## config.mk

```make
export PLATFORM = sky130hd
export DESIGN_NAME = mimo_gather_8
export DESIGN_NICKNAME = d
export VERILOG_FILES = /design/src/rtl/mimo_pkg.sv /design/src/rtl/rd_tag_delay.sv /design/src/rtl/mimo_gather_8.sv
export SDC_FILE = /design/constraint.sdc
export NUM_CORES = 1
export LEC_CHECK = 0
export CELL_PAD_IN_SITES_DETAIL_PLACEMENT = 1
export CELL_PAD_IN_SITES_GLOBAL_PLACEMENT = 1
export CORE_AREA = 3 3 248 250
export CTS_BUF_LIST = sky130_fd_sc_hd__clkbuf_16
export CTS_CLUSTER_DIAMETER = 50
export DETAILED_ROUTE_END_ITERATION = 7
export DIE_AREA = 0 0 251 253
export HOLD_SLACK_MARGIN = 0.1
export PLACE_DENSITY = 0.76
export SLEW_MARGIN = 15
export SYNTH_ARGS = -nofsm -noshare
export SYNTH_HDL_FRONTEND = slang
export SYNTH_SLANG_ARGS = --single-unit
export TNS_END_PERCENT = 10
```

## constraint.sdc

```tcl
create_clock -name i_clock -period 3.15 [get_ports i_clock]
set_input_delay 0.315 -clock i_clock [delete_from_list [all_inputs] [get_ports i_clock]]
set_output_delay 0.315 -clock i_clock [all_outputs]
set_load 0.02 [all_outputs]
```

## src/rtl/mimo_pkg.sv

```systemverilog
// Shared types for the 8-lane branch-tagged gather reader.
// Lane/branch widths, FSM states and the in-flight read tag.
package mimo_pkg;

    localparam int NUM_LANES = 8;
    localparam int BRANCH_W  = 3;
    localparam int LANE_W    = 3;

    localparam logic [LANE_W-1:0] LAST_LANE = LANE_W'(NUM_LANES - 1);

    typedef enum logic [1:0] {
        IDLE,
        ISSUE,
        DRAIN,
        HOLD
    } gather_state_t;

    typedef struct packed {
        logic                vld;
        logic [LANE_W-1:0]   lane;
        logic [BRANCH_W-1:0] branch;
    } rd_tag_t;

    function automatic logic [NUM_LANES-1:0] branch_onehot(
        input logic [BRANCH_W-1:0] b
    );
        return NUM_LANES'(1) << b;
    endfunction

endpackage

```

## src/rtl/rd_tag_delay.sv

```systemverilog
// Tag shift register matching the memory read latency.
// Synchronous clear drops every in-flight tag on reset.
module rd_tag_delay
    import mimo_pkg::*;
#(
    parameter int DEPTH = 2
) (
    input  logic    i_clock,
    input  logic    i_reset,
    input  rd_tag_t i_tag,
    output rd_tag_t o_tag
);

    rd_tag_t stage_q [DEPTH];
    rd_tag_t stage_d [DEPTH];

    always_comb begin
        stage_d[0] = i_tag;
        for (int i = 1; i < DEPTH; i++) begin
            stage_d[i] = stage_q[i-1];
        end
    end

    always_ff @(posedge i_clock) begin
        if (i_reset) begin
            for (int i = 0; i < DEPTH; i++) begin
                stage_q[i] <= '0;
            end
        end else begin
            stage_q <= stage_d;
        end
    end

    assign o_tag = stage_q[DEPTH-1];

endmodule

```

## src/rtl/mimo_gather_8.sv

```systemverilog
// 8-lane gather reader: one read per cycle, fixed-latency return capture.
// Define MIMO_GATHER_OVERLAP_EN to accept the next beat during the output handshake.
module mimo_gather_8
    import mimo_pkg::*;
#(
    parameter int WIDTH      = 32,
    parameter int ADDR_WIDTH = 10,
    parameter int RD_LATENCY = 2
) (
    input  logic                  i_clock,
    input  logic                  i_reset,
    input  logic [ADDR_WIDTH-1:0] i_addr_0,
    input  logic [ADDR_WIDTH-1:0] i_addr_1,
    input  logic [ADDR_WIDTH-1:0] i_addr_2,
    input  logic [ADDR_WIDTH-1:0] i_addr_3,
    input  logic [ADDR_WIDTH-1:0] i_addr_4,
    input  logic [ADDR_WIDTH-1:0] i_addr_5,
    input  logic [ADDR_WIDTH-1:0] i_addr_6,
    input  logic [ADDR_WIDTH-1:0] i_addr_7,
    input  logic [2:0]            i_from_branch_0,
    input  logic [2:0]            i_from_branch_1,
    input  logic [2:0]            i_from_branch_2,
    input  logic [2:0]            i_from_branch_3,
    input  logic [2:0]            i_from_branch_4,
    input  logic [2:0]            i_from_branch_5,
    input  logic [2:0]            i_from_branch_6,
    input  logic [2:0]            i_from_branch_7,
    input  logic                  i_valid,
    output logic                  o_ready,
    output logic [ADDR_WIDTH-1:0] o_rd_addr,
    output logic                  o_rd_en_0,
    output logic                  o_rd_en_1,
    output logic                  o_rd_en_2,
    output logic                  o_rd_en_3,
    output logic                  o_rd_en_4,
    output logic                  o_rd_en_5,
    output logic                  o_rd_en_6,
    output logic                  o_rd_en_7,
    input  logic [WIDTH-1:0]      i_rd_data_0,
    input  logic [WIDTH-1:0]      i_rd_data_1,
    input  logic [WIDTH-1:0]      i_rd_data_2,
    input  logic [WIDTH-1:0]      i_rd_data_3,
    input  logic [WIDTH-1:0]      i_rd_data_4,
    input  logic [WIDTH-1:0]      i_rd_data_5,
    input  logic [WIDTH-1:0]      i_rd_data_6,
    input  logic [WIDTH-1:0]      i_rd_data_7,
    output logic [WIDTH-1:0]      o_data_0,
    output logic [WIDTH-1:0]      o_data_1,
    output logic [WIDTH-1:0]      o_data_2,
    output logic [WIDTH-1:0]      o_data_3,
    output logic [WIDTH-1:0]      o_data_4,
    output logic [WIDTH-1:0]      o_data_5,
    output logic [WIDTH-1:0]      o_data_6,
    output logic [WIDTH-1:0]      o_data_7,
    output logic                  o_valid,
    input  logic                  i_ready
);

    logic [ADDR_WIDTH-1:0] addr_in   [NUM_LANES];
    logic [BRANCH_W-1:0]   branch_in [NUM_LANES];
    logic [WIDTH-1:0]      rd_data   [NUM_LANES];

    assign addr_in = '{i_addr_0, i_addr_1, i_addr_2, i_addr_3,
                       i_addr_4, i_addr_5, i_addr_6, i_addr_7};
    assign branch_in = '{i_from_branch_0, i_from_branch_1,
                         i_from_branch_2, i_from_branch_3,
                         i_from_branch_4, i_from_branch_5,
                         i_from_branch_6, i_from_branch_7};
    assign rd_data = '{i_rd_data_0, i_rd_data_1, i_rd_data_2, i_rd_data_3,
                       i_rd_data_4, i_rd_data_5, i_rd_data_6, i_rd_data_7};

    gather_state_t         state_q, state_d;
    logic [LANE_W-1:0]     cnt_q, cnt_d;
    logic [ADDR_WIDTH-1:0] addr_q   [NUM_LANES];
    logic [ADDR_WIDTH-1:0] addr_d   [NUM_LANES];
    logic [BRANCH_W-1:0]   branch_q [NUM_LANES];
    logic [BRANCH_W-1:0]   branch_d [NUM_LANES];
    logic [WIDTH-1:0]      lane_q   [NUM_LANES];
    logic [WIDTH-1:0]      lane_d   [NUM_LANES];
    logic [ADDR_WIDTH-1:0] rd_addr_q, rd_addr_d;
    logic [NUM_LANES-1:0]  rd_en_q, rd_en_d;
    logic                  valid_q, valid_d;
    rd_tag_t               tag_q, tag_d;
    rd_tag_t               ret_tag;
    logic                  accept;

    // The tag enters the delay line aligned with its registered read enable.
    rd_tag_delay #(
        .DEPTH (RD_LATENCY)
    ) u_tag_delay (
        .i_clock (i_clock),
        .i_reset (i_reset),
        .i_tag   (tag_q),
        .o_tag   (ret_tag)
    );

`ifdef MIMO_GATHER_OVERLAP_EN
    assign o_ready = !i_reset &&
                     ((state_q == IDLE) || ((state_q == HOLD) && i_ready));
`else
    assign o_ready = !i_reset && (state_q == IDLE);
`endif

    assign accept = i_valid && o_ready;

    always_comb begin
        state_d   = state_q;
        cnt_d     = cnt_q;
        addr_d    = addr_q;
        branch_d  = branch_q;
        lane_d    = lane_q;
        rd_addr_d = rd_addr_q;
        rd_en_d   = '0;
        tag_d     = '0;
        valid_d   = valid_q;

        if (ret_tag.vld) begin
            lane_d[ret_tag.lane] = rd_data[ret_tag.branch];
        end

        // Lane 0 issues on the handshake edge itself.
        if (accept) begin
            addr_d       = addr_in;
            branch_d     = branch_in;
            rd_addr_d    = addr_in[0];
            rd_en_d      = branch_onehot(branch_in[0]);
            tag_d.vld    = 1'b1;
            tag_d.lane   = '0;
            tag_d.branch = branch_in[0];
            cnt_d        = LANE_W'(1);
        end

        unique case (state_q)
            IDLE: begin
                if (accept) begin
                    state_d = ISSUE;
                end
            end
            ISSUE: begin
                rd_addr_d    = addr_q[cnt_q];
                rd_en_d      = branch_onehot(branch_q[cnt_q]);
                tag_d.vld    = 1'b1;
                tag_d.lane   = cnt_q;
                tag_d.branch = branch_q[cnt_q];
                cnt_d        = cnt_q + LANE_W'(1);
                if (cnt_q == LAST_LANE) begin
                    state_d = DRAIN;
                end
            end
            DRAIN: begin
                if (ret_tag.vld && (ret_tag.lane == LAST_LANE)) begin
                    valid_d = 1'b1;
                    state_d = HOLD;
                end
            end
            HOLD: begin
                if (i_ready) begin
                    valid_d = 1'b0;
                    state_d = accept ? ISSUE : IDLE;
                end
            end
            default: begin
                state_d = IDLE;
            end
        endcase
    end

    always_ff @(posedge i_clock) begin
        if (i_reset) begin
            state_q   <= IDLE;
            cnt_q     <= '0;
            addr_q    <= '{default: '0};
            branch_q  <= '{default: '0};
            lane_q    <= '{default: '0};
            rd_addr_q <= '0;
            rd_en_q   <= '0;
            tag_q     <= '0;
            valid_q   <= 1'b0;
        end else begin
            state_q   <= state_d;
            cnt_q     <= cnt_d;
            addr_q    <= addr_d;
            branch_q  <= branch_d;
            lane_q    <= lane_d;
            rd_addr_q <= rd_addr_d;
            rd_en_q   <= rd_en_d;
            tag_q     <= tag_d;
            valid_q   <= valid_d;
        end
    end

    assign o_rd_addr = rd_addr_q;
    assign o_valid   = valid_q;

    assign o_rd_en_0 = rd_en_q[0];
    assign o_rd_en_1 = rd_en_q[1];
    assign o_rd_en_2 = rd_en_q[2];
    assign o_rd_en_3 = rd_en_q[3];
    assign o_rd_en_4 = rd_en_q[4];
    assign o_rd_en_5 = rd_en_q[5];
    assign o_rd_en_6 = rd_en_q[6];
    assign o_rd_en_7 = rd_en_q[7];

    assign o_data_0 = lane_q[0];
    assign o_data_1 = lane_q[1];
    assign o_data_2 = lane_q[2];
    assign o_data_3 = lane_q[3];
    assign o_data_4 = lane_q[4];
    assign o_data_5 = lane_q[5];
    assign o_data_6 = lane_q[6];
    assign o_data_7 = lane_q[7];

endmodule

```

==> impl_metrics.py <==
metrics = {
    "timing": {
        "maxSlewViolCount": 0,
        "rsz0062_at_grt": "no",
        "layout_worst_path_cycle_share_pct": 79.0,
        "fin_setup_tns_ns": 0,
        "count_of_final_hold_check_violations": 0,
        "finalClockSkew_ns": 0.0218,
        "time_the_worst_path_needs_with_i_o_delays_and_setup_ns": 2.49,
        "fin_ws_ns": 0.663,
        "setup_viol": 0,
        "timing.max_slew.rel_slack_pct": 26.0,
        "max_clock_freq_ghz": 0.402,
        "timing_worst_slew_pin_value_ns": 1.11,
    },
    "die": {
        "std_cell_rows": 89,
        "pin_count": 640,
        "placeableCoreArea_mm2": 0.0592,
        "die_w_um": 251,
        "die_height_um": 253,
        "initial_core_util_pct": 27.6,
        "die-area_mm2": 0.0635,
    },
    "final_layout": {
        "leading_cell_types_in_the_layout_fill_and_taps_excluded": "638 x sky130_fd_sc_hd__clkdlybuf4s50_1, 452 x sky130_fd_sc_hd__nand2_1, 400 x sky130_fd_sc_hd__dfxtp_1, 113 x sky130_fd_sc_hd__o21ai_0, 113 x sky130_fd_sc_hd__o21ai_1",
        "fraction_of_layout_cells_with_a_size_suffix_above_1_pct": 11.2,
        "layout.cells.most_common": "sky130_fd_sc_hd__clkdlybuf4s50_1",
        "final_nets": 2611,
        "area_delta_synth_final_pct": 55.9,
        "postLayoutCoreUtil_pct": 43.1,
    },
    "logic_synthesis": {
        "seq_area_frac_synth_pct": 49.5,
        "synth.lib_cells_used.distinct": 41,
        "synth.avg_cell_area_um2": 10.0,
        "yosys_warns": 0,
        "synth_edf_count": 0,
        "synth.net_count": 2007,
        "synth-main-ff-cell": "sky130_fd_sc_hd__dfxtp_1",
        "synth_async_sr_flop_share_pct": 0,
        "synth.ff_latch_count": 405,
        "synthesis.area_mm2": 0.0164,
        "syn_inst": 1635,
    },
    "setup_path": {
        "critical_path.top_delay_family": "buffers and inverters",
        "cp_slowest_cell": "sky130_fd_sc_hd__clkdlybuf4s50_1",
        "crit-reg2reg-capture": "o_data_6[18]$_SDFFE_PP0P_",
        "cp_cell_sequence": "inv_1 -> ha_1 -> nor2b_1 -> clkdlybuf4s50_1",
        "r2r_setup_slack_ns": 0.80,
        "startpoint_type": "flip-flop",
        "maximum_fanout_count_along_the_critical_path": 5,
        "timing.critical_path.arrival_ns": 2.17,
        "critical_path_buf_inv_count": 2,
        "max_stage_delay_ns": 0.63,
        "reg2reg_depth": 4,
        "reg2reg_from": "u_tag_delay.o_tag[1]$_SDFF_PP0_",
        "worst_setup_path_type": "flip-flop to primary output",
        "endpoint_kind": "primary output",
        "worst-endpoint-required_ns": 2.83,
    },
    "power": {
        "power_switching_share_pct": 29.1,
        "combinationalPowerShare_pct": 19.5,
        "power.ir.vdd_worst_mv": 0.408,
        "clock_power_share_pct": 41.8,
        "p_int_mw": 10.7,
        "p_leak_nw": 9.15,
        "power_density_mw_per_mm2": 594,
        "seqPwrFrac_pct": 38.6,
        "net_switching_power_figure_mw": 4.41,
    },
    "placement": {
        "dpl_worst_slack_ns": 0.761,
        "gp_congestion": 0.929,
        "io_buffers": 639,
        "dp_hpwl_um": 57000,
    },
    "global_routing": {
        "grt_max_degree": 77,
        "grt_pass1_wl_um": 107000,
        "grtUsageTotal_pct": 22.7,
        "gr-total-overflow": 0,
        "antenna_found_initial": 4,
        "via_count_of_the_first_global_routing_pass": 16000,
    },
    "clock_network": {
        "cts_setup_buffers": 0,
        "clock-sinks": 405,
        "holdBufCountCts": 0,
        "tritoncts.num_buffers": 55,
        "tritoncts": "done",
        "clock_latency_ns": 0.60,
        "cts.repair.resized": 0,
        "clk_pin_slew_ns": 0.05,
        "clock_tree.buffer_depth": 3,
        "h_tree_levels": 2,
        "root_buffer": "sky130_fd_sc_hd__clkbuf_16",
    },
    "route": {
        "drt-total-wl_um": 75500,
        "viasPerCell": 4.92,
        "firstDrtPassIters": 5,
        "dr.first_iter.drc_count": 893,
        "route.detailed.wl_per_inst_um": 24.7,
        "detailroute.via_count": 15100,
        "antenna_left": 0,
        "route.detailed.drc": 0,
    },
    "min_path": {
        "hold_start": "i_reset",
        "timing.hold.worst.class": "input pin to flip-flop",
        "min_delay_worst_endpoint": "cnt_q[1]$_SDFFE_PP0P_",
        "timing.hold.worst_path_depth": 2,
    },
    "flow_run": {
        "maxCapViolations": 0,
    },
    "outcome": {
        "run_status": "complete, no violations",
    },
}
==> registers in the layout, summed over array words and instances, names as in the netlist <==
| register | count |
|---|---|
| o_data_1 | 32 |
| o_data_4 | 32 |
| o_data_0 | 32 |
| o_data_5 | 32 |
| o_data_6 | 32 |
| branch_q | 24 |
| state_q | 2 |
| o_data_7 | 32 |
| o_rd_addr | 10 |
| addr_q | 80 |
| o_data_2 | 32 |
| u_tag_delay.o_tag | 7 |
| o_valid | 1 |
| cnt_q | 3 |
| rd_en_q | 8 |
| u_tag_delay.stage_d | 7 |
| tag_q | 7 |
| o_data_3 | 32 |
==> worst reg2reg max path, cell delays in order, from the launching register on <==
cell	delay [ns]
sky130_fd_sc_hd__dfxtp_4	0.70
sky130_fd_sc_hd__buf_4	0.45
sky130_fd_sc_hd__mux4_2	0.38
sky130_fd_sc_hd__mux2i_4	0.45
sky130_fd_sc_hd__o21ai_0	0.22
==> worst max path at each step <==
stage	from	depth (start not counted)	slack [ns]	to
floorplan	state_q[0]$_SDFFE_PP0P_	8	1.52	addr_q[0]$_SDFFE_PP0P_
global placement	u_tag_delay.o_tag[1]$_SDFF_PP0_	4	0.87	o_data_7[20]$_SDFFE_PP0P_
detailed placement	u_tag_delay.o_tag[6]$_SDFF_PP0_	4	0.76	o_data_3[1]$_SDFFE_PP0P_
CTS	state_q[0]$_SDFFE_PP0P_	4	0.60	o_ready
global route	u_tag_delay.o_tag[6]$_SDFF_PP0_	4	0.55	o_data_3[14]$_SDFFE_PP0P_
finish	state_q[0]$_SDFFE_PP0P_	4	0.66	o_ready
==> power by group through the flow <==
stage          clock, mW  combinational, mW  sequential [mW]
6_report            6.34               2.96             5.85
2_1_floorplan          0               1.61             5.88
3_3_place_gp           0               2.89             5.94
3_5_place_dp           0               2.97             5.96
4_1_cts             6.49               2.99             5.85
5_1_grt             6.72               3.16             5.89
==> metrics by stage <==
stage | std cells | area [µm²] | power, mW | hold slack (ns)
after CTS | 3058 | 25500 | 15.3 | 0.117
final | 3063 | 25500 | 15.1 | 0.144
after detailed placement | 2955 | 23600 | 8.93 | 0.426
after global routing | 3061 | 25500 | 15.8 | 0.155
after global placement | 2955 | 23600 | 8.83 | 0.417
after floorplan | 1635 | 16400 | 7.50 | 0.414
==> final cells by class <==
cell class,instances,area (µm²)
fillers,6519,33700
inverters,4,15.0
well taps,773,967
repair buffers,672,6730
clock buffers,57,1430
multi-input cells,1101,7770
flip-flops and latches,405,8120
clock inverters,46,469
diodes,5,12.5
==> metal layers <==
layer | vias to the layer above | global-route usage [%] | share of wire (%)
met5 | - | 0 | 0
met4 | 0 | 8.60 | 3.9
met3 | 132 | 5.70 | 7.2
met2 | 552 | 41.0 | 50
met1 | 7480 | 25.9 | 39
li1 | 6919 | - | -
==> synthesized netlist by cell type, types with 15 or more instances <==
cell / number / area, µm²
sky130_fd_sc_hd__mux2i_1: 15 / 150
sky130_fd_sc_hd__a211oi_1: 45 / 338
sky130_fd_sc_hd__buf_2: 21 / 105
sky130_fd_sc_hd__mux2i_4: 32 / 721
sky130_fd_sc_hd__nor2b_1: 21 / 131
sky130_fd_sc_hd__nor2_1: 39 / 146
sky130_fd_sc_hd__mux4_2: 78 / 1760
sky130_fd_sc_hd__dfxtp_1: 405 / 8110
sky130_fd_sc_hd__o21ai_1: 113 / 566
sky130_fd_sc_hd__buf_1: 17 / 63.8
sky130_fd_sc_hd__o21ai_0: 113 / 566
sky130_fd_sc_hd__a21oi_1: 24 / 120
sky130_fd_sc_hd__nand3b_1: 95 / 713
sky130_fd_sc_hd__nand2_1: 456 / 1710
sky130_fd_sc_hd__clkbuf_1: 73 / 274
==> kinds of logic (layout without fill, tap and decap cells) <==
family,Yosys count,in the layout,synth area share [%]
AND/OR/NAND/NOR,644,644,17.9
flip-flops,405,405,49.5
AO/OA/AOI/OAI,313,313,10.5
multiplexers,136,136,17.7
buffers and inverters,129,779,3.68
adder cells (fa/ha/maj),8,8,0.612
other,0,5,0
Note: power is estimated with default switching activity, not from simulation.
